`config.mk`:
```
export PLATFORM = sky130hd
export DESIGN_NAME = serial_subtractor
export DESIGN_NICKNAME = d
export VERILOG_FILES = /design/src/rtl/serial_subtractor_pkg.sv /design/src/rtl/serial_subtractor_full_subtractor.sv /design/src/rtl/serial_subtractor.sv
export SDC_FILE = /design/constraint.sdc
export NUM_CORES = 1
export LEC_CHECK = 0
export BUFFER_PORTS_ARGS = -buffer_cell sky130_fd_sc_hd__buf_2
export CAP_MARGIN = 20
export CORE_MARGIN = 10
export CORE_UTILIZATION = 30
export CTS_BUF_LIST = sky130_fd_sc_hd__clkbuf_16
export CTS_CLUSTER_SIZE = 16
export DETAILED_ROUTE_END_ITERATION = 8
export GPL_TIMING_DRIVEN = 0
export PLACE_DENSITY = 0.59
export SLEW_MARGIN = 20
export SYNTH_ARGS = -nofsm -noshare
export SYNTH_HDL_FRONTEND = slang
export SYNTH_SLANG_ARGS = --single-unit
```
`constraint.sdc`:
```
create_clock -name clk -period 2.2 [get_ports clk]
set_input_delay 0.44 -clock clk [delete_from_list [all_inputs] [get_ports clk]]
set_output_delay 0.44 -clock clk [all_outputs]
set_load 0.01 [all_outputs]
```
`src/rtl/serial_subtractor_pkg.sv`:
```
// Shared types for the bit-serial subtractor.
// Holds the FSM state encoding and the bit-counter width helper.
package serial_subtractor_pkg;

    typedef enum logic [1:0] {
        IDLE  = 2'd0,
        SHIFT = 2'd1,
        DONE  = 2'd2
    } state_e;

    // Bit counter width: $clog2(W), never narrower than one bit.
    function automatic int cnt_width(input int w);
        return (w > 1) ? $clog2(w) : 1;
    endfunction

endpackage

```
`src/rtl/serial_subtractor_full_subtractor.sv`:
```
// One-bit full subtractor: d = x - y - bin.
// Ports: x_i, y_i, bin_i in; d_o difference, bout_o borrow out.
module full_subtractor (
    input  logic x_i,
    input  logic y_i,
    input  logic bin_i,
    output logic d_o,
    output logic bout_o
);

    assign d_o    = x_i ^ y_i ^ bin_i;
    assign bout_o = (~x_i & y_i) | (~(x_i ^ y_i) & bin_i);

endmodule

```
`src/rtl/serial_subtractor.sv`:
```
// Bit-serial W-bit subtractor, LSB first, start/done handshake.
// Ports: clk, rst (async high), start, a, b, bin in;
//        busy, done, diff, bout out (all registered).
module serial_subtractor
    import serial_subtractor_pkg::*;
#(
    parameter int W = 4
) (
    input  logic         clk,
    input  logic         rst,
    input  logic         start,
    input  logic [W-1:0] a,
    input  logic [W-1:0] b,
    input  logic         bin,
    output logic         busy,
    output logic         done,
    output logic [W-1:0] diff,
    output logic         bout
);

    localparam int CW = cnt_width(W);
    localparam logic [CW-1:0] LAST = CW'(W - 1);

    state_e         state_q, state_d;
    logic [W-1:0]   a_q, a_d;
    logic [W-1:0]   b_q, b_d;
    logic           br_q, br_d;
    logic [CW-1:0]  cnt_q, cnt_d;
    logic [W-1:0]   res_q, res_d;
    logic           busy_q, busy_d;
    logic           done_q, done_d;
    logic [W-1:0]   diff_q, diff_d;
    logic           bout_q, bout_d;

    logic           fs_d;
    logic           fs_b;
    logic [W-1:0]   res_sh;

    full_subtractor u_fs (
        .x_i    (a_q[0]),
        .y_i    (b_q[0]),
        .bin_i  (br_q),
        .d_o    (fs_d),
        .bout_o (fs_b)
    );

    // New bit enters at the MSB; written with shifts so W=1 works.
    assign res_sh = (res_q >> 1) | (W'(fs_d) << (W - 1));

    always_ff @(posedge clk or posedge rst) begin
        if (rst) begin
            state_q <= IDLE;
            a_q     <= '0;
            b_q     <= '0;
            br_q    <= 1'b0;
            cnt_q   <= '0;
            res_q   <= '0;
            busy_q  <= 1'b0;
            done_q  <= 1'b0;
            diff_q  <= '0;
            bout_q  <= 1'b0;
        end else begin
            state_q <= state_d;
            a_q     <= a_d;
            b_q     <= b_d;
            br_q    <= br_d;
            cnt_q   <= cnt_d;
            res_q   <= res_d;
            busy_q  <= busy_d;
            done_q  <= done_d;
            diff_q  <= diff_d;
            bout_q  <= bout_d;
        end
    end

    always_comb begin
        state_d = state_q;
        a_d     = a_q;
        b_d     = b_q;
        br_d    = br_q;
        cnt_d   = cnt_q;
        res_d   = res_q;
        busy_d  = busy_q;
        done_d  = 1'b0;
        diff_d  = diff_q;
        bout_d  = bout_q;

        unique case (state_q)
            IDLE: begin
                if (start) begin
                    a_d     = a;
                    b_d     = b;
                    br_d    = bin;
                    cnt_d   = '0;
                    res_d   = '0;
                    busy_d  = 1'b1;
                    state_d = SHIFT;
                end
            end
            SHIFT: begin
                a_d   = a_q >> 1;
                b_d   = b_q >> 1;
                br_d  = fs_b;
                res_d = res_sh;
                cnt_d = cnt_q + CW'(1);
                // Publish only on the last bit so diff/bout stay frozen.
                if (cnt_q == LAST) begin
                    diff_d  = res_sh;
                    bout_d  = fs_b;
                    busy_d  = 1'b0;
                    done_d  = 1'b1;
                    state_d = DONE;
                end
            end
            DONE: begin
                state_d = IDLE;
            end
            default: begin
                state_d = IDLE;
                busy_d  = 1'b0;
            end
        endcase
    end

    assign busy = busy_q;
    assign done = done_q;
    assign diff = diff_q;
    assign bout = bout_q;

endmodule

```
==> results.txt <==
For the initial core utilization, the log shows 0.3068. The number of flops mapped to enable cells by yosys was 0. In the synthesized netlist the dominant register cell turns out to be sky130_fd_sc_hd__dfrtp_1. The core region is 0.003633 mm². For the length of the first detailed-routing pass in iterations, the log shows 4. The tools report the via count of the first global-routing pass as 775.

The top cell type's share of synthesized area is 0.5163, and the register bit count reported by yosys is 23. The floorplan has 22 rows. Summed over all nets, the switching power comes to 668.2 µW. The required time of the critical path was 2.34 ns; the antenna cell count was 0. The count of antenna-violating nets left after detailed routing is 0.

The run gives 0.433 as the combinational share of power. TritonCTS built the clock tree. The total routing resource utilization after global routing came out at 0.07438.

Summing all placed instances gives a cell area of 0.001265 mm². Detailed routing inserted a total of 741 vias. The run gives 3 as the number of buffers created by CTS. Across the run, the number of max-cap violations was 0. The tightest min-delay check is of the in2async type. Dividing the detail-routed wire length by the instance count gives 14.81 µm.

The commonest cells after synthesis are 23 x sky130_fd_sc_hd__dfrtp_1, 12 x sky130_fd_sc_hd__inv_1, 4 x sky130_fd_sc_hd__a22o_1, 4 x sky130_fd_sc_hd__mux2_1, 4 x sky130_fd_sc_hd__nor4b_1. The tools report the worst slew margin relative to its limit as 0.4164. The number of nets in the synthesized netlist is 99. Based on the critical path, the design can be clocked at up to 769.2 MHz. For the summed negative setup slack over all endpoints, the log shows 0 ns. Setup slack on the critical path of the routed design comes to 0.9000 ns. Setup violations remaining at the end of the flow were counted as 0.

Summing all non-filler instances in the final layout gives an area of 0.001345 mm². The share of the yosys chip area belonging to registers is 0.5163. After legalization and detailed placement, the total HPWL measured 1.628 mm.

The run gives 0.8960 ns as the post-placement setup slack. The area growth from synthesis to layout was 20.65%. In this run the static leakage power is 0.0006577 µW. The tools report the maximum buffer depth of the clock tree as 2. The proportion of synthesized flip-flops having asynchronous set or reset came out at 1.000. STA classifies the critical path startpoint as a register. The average footprint of a synthesized cell was 13.12 µm²; the length of routed met2 wiring was 1.122 mm. The post-synthesis cell count was 85.

The final-report hold violation count is 0. Clock-pin slew was measured on the worst setup and hold paths at 0.06 ns. Routability-driven placement finished with a final weighted congestion of 0.7510. The count of pins on the block boundary is 19. Dividing the detail-routed via count by the number of cells gives 4.781. The final max-slew violation count is 0, and the number of hold buffers added after cts is 0. By startpoint and endpoint, the worst setup path is classified as reg2reg. The cell-internal power is 1271 µW, and the fraction of the cycle the final worst path needs is 0.5909.

Buffers added to address setup during post-CTS repair amount to 0. Across the routed clock network, the largest skew measured is 0.0007468 ns. The largest total area in the synthesized netlist belongs to sky130_fd_sc_hd__dfrtp_1. The uppermost signal routing layer after detailed routing is met3. The run finished with clean final reports. In the final routing, the length of wire on met1 measures 1.035 mm. For the pin with the worst max-slew slack, the measured transition is 0.8745 ns. The total detailed-routing wirelength is 2.295 mm, and the worst IR drop on VDD is 0.4806 mV. Setup repair after global routing left no endpoint under its margin.

Along the worst path, the maximum fanout reaches 2. For this run, the post-layout net count is 122. Dividing total power by cell area gives a power density of 1442 mW/mm².

STA puts the critical path data arrival time at 1.44 ns. The deepest level of the CTS H-tree was 1; the height of the chip was 80.96 µm. TritonCTS sink count: 23. The run gives 0 as the number of antenna violations at the first check in global routing. The tools report the clock group share of total power as 0.202.

The run gives 24 as the largest net degree at the start of global routing. Fraction of final layout cells sized beyond drive strength 1: 0.3645. The Yosys step of the flow raised 0 warnings. The root buffer cell was sky130_fd_sc_hd__clkbuf_16.

The sequential cell fraction of total power is 0.365, and the sum of met3 wire segment lengths after detailed routing is 136 µm. The first global-routing pass estimated 3.801 mm of wire. The tools report the remaining global-route overflow as 0.

The die footprint is 0.006555 mm². For the worst-skew pair, the clock arrives at the later sink with an insertion delay of 0.25 ns. The die is 80.96 µm wide.

In this run, distinct cell masters in the synthesized netlist total 31. Share of total power consumed by net switching: 0.3446. Yosys attributes the largest share of cell area to sky130_fd_sc_hd__dfrtp_1 52%, sky130_fd_sc_hd__a221oi_2 4.0%, sky130_fd_sc_hd__inv_1 4.0%. The minimum clock period is 1.300 ns, and the post-cts repair resize count is 0. Number of DRC violations after detailed routing: 0. The number of buffers added on ports is 18. In this run the cell area of the synthesized design comes to 0.001115 mm². The first routing iteration left 49 violations. The worst setup path is captured at a register. The most used standard cell by instance count after synthesis is sky130_fd_sc_hd__dfrtp_1.
==> cells in the final DEF, fill, tap and decap left out, types with 2 or more instances in the layout <==
cell / count
sky130_fd_sc_hd__dfrtp_1: 23
sky130_fd_sc_hd__buf_2: 19
sky130_fd_sc_hd__inv_1: 12
sky130_fd_sc_hd__mux2_1: 4
sky130_fd_sc_hd__nor4b_1: 4
sky130_fd_sc_hd__a22o_1: 4
sky130_fd_sc_hd__buf_4: 3
sky130_fd_sc_hd__nor2_1: 3
sky130_fd_sc_hd__a221oi_1: 3
sky130_fd_sc_hd__nor4b_2: 3
sky130_fd_sc_hd__a221oi_2: 3
sky130_fd_sc_hd__clkbuf_16: 3
sky130_fd_sc_hd__buf_6: 2
sky130_fd_sc_hd__nand2b_1: 2
==> worst max-delay path: stages, from the launching register on <==
cell	delay [ns]
sky130_fd_sc_hd__dfrtp_1	0.36
sky130_fd_sc_hd__inv_1	0.10
sky130_fd_sc_hd__fa_1	0.44
sky130_fd_sc_hd__mux2_1	0.29
==> layer usage <==
layer | up-vias | global-route usage
li1 | 349 | -
met1 | 374 | 0.08831
met2 | 18 | 0.1178
met3 | 0 | 0.03532
met4 | 0 | 0.02076
met5 | - | 0
==> flip-flops by register name (all words and copies together) (netlist names) <==
register,cells
bout,1
a_q,4
b_q,4
res_q,3
diff,4
state_q,2
cnt_q,2
br_q,1
busy,1
done,1
==> kinds of logic after synthesis <==
family	share of synthesized area
DFF	0.5163
buffers and inverters	0.08865
and+or+nand+nor	0.1481
AOI/OAI and AO/OA	0.1549
muxes	0.06284
adders and majority gates	0.02918
==> power groups by stage <==
stage          clock [µW]  sequential [µW]  combinational, µW
2_1_floorplan           0              724                625
3_3_place_gp            0              710                823
3_5_place_dp            0              717                850
4_1_cts               401              711                853
5_1_grt               420              729                945
6_report              392              708                840
==> per-stage QoR <==
stage                     total power, µW  hold WS (ns)  std cells    util
after floorplan                      1350        0.4419         85       -
after global placement               1532        0.4677        151  0.3481
after detailed placement             1567        0.4720        151  0.3481
after CTS                            1965        0.3960        155  0.3702
after global routing                 2094        0.4525        155  0.3702
final                                1939        0.3588        155  0.3702
==> cell type report <==
cell class / instances / area (µm²)
tap: 48 / 60.06
buffer: 7 / 53.80
timing repair buffer: 18 / 90.09
clock inverter: 1 / 5.005
sequential: 23 / 575.6
clock buffer: 3 / 75.07
inverter: 12 / 45.04
multi-input combinational: 43 / 440.4
fill: 374 / 2288
==> worst paths after layout <==
kind                                              to        startpoint  depth (start not counted)  slack [ns]
worst max register to register   diff[3]$_DFFE_PP0P_  br_q$_DFFE_PP0P_                          3        0.90
worst max-delay path             diff[3]$_DFFE_PP0P_  br_q$_DFFE_PP0P_                          3        0.90
worst min-delay path             diff[1]$_DFFE_PP0P_               rst                          2        0.36
min in group clk                    busy$_DFFE_PP0P_  busy$_DFFE_PP0P_                          1        0.49
worst min register to register      busy$_DFFE_PP0P_  busy$_DFFE_PP0P_                          1        0.49
max in group asynchronous       res_q[2]$_DFFE_PP0P_               rst                          2        1.30
Power figures use the tool's default switching activity.
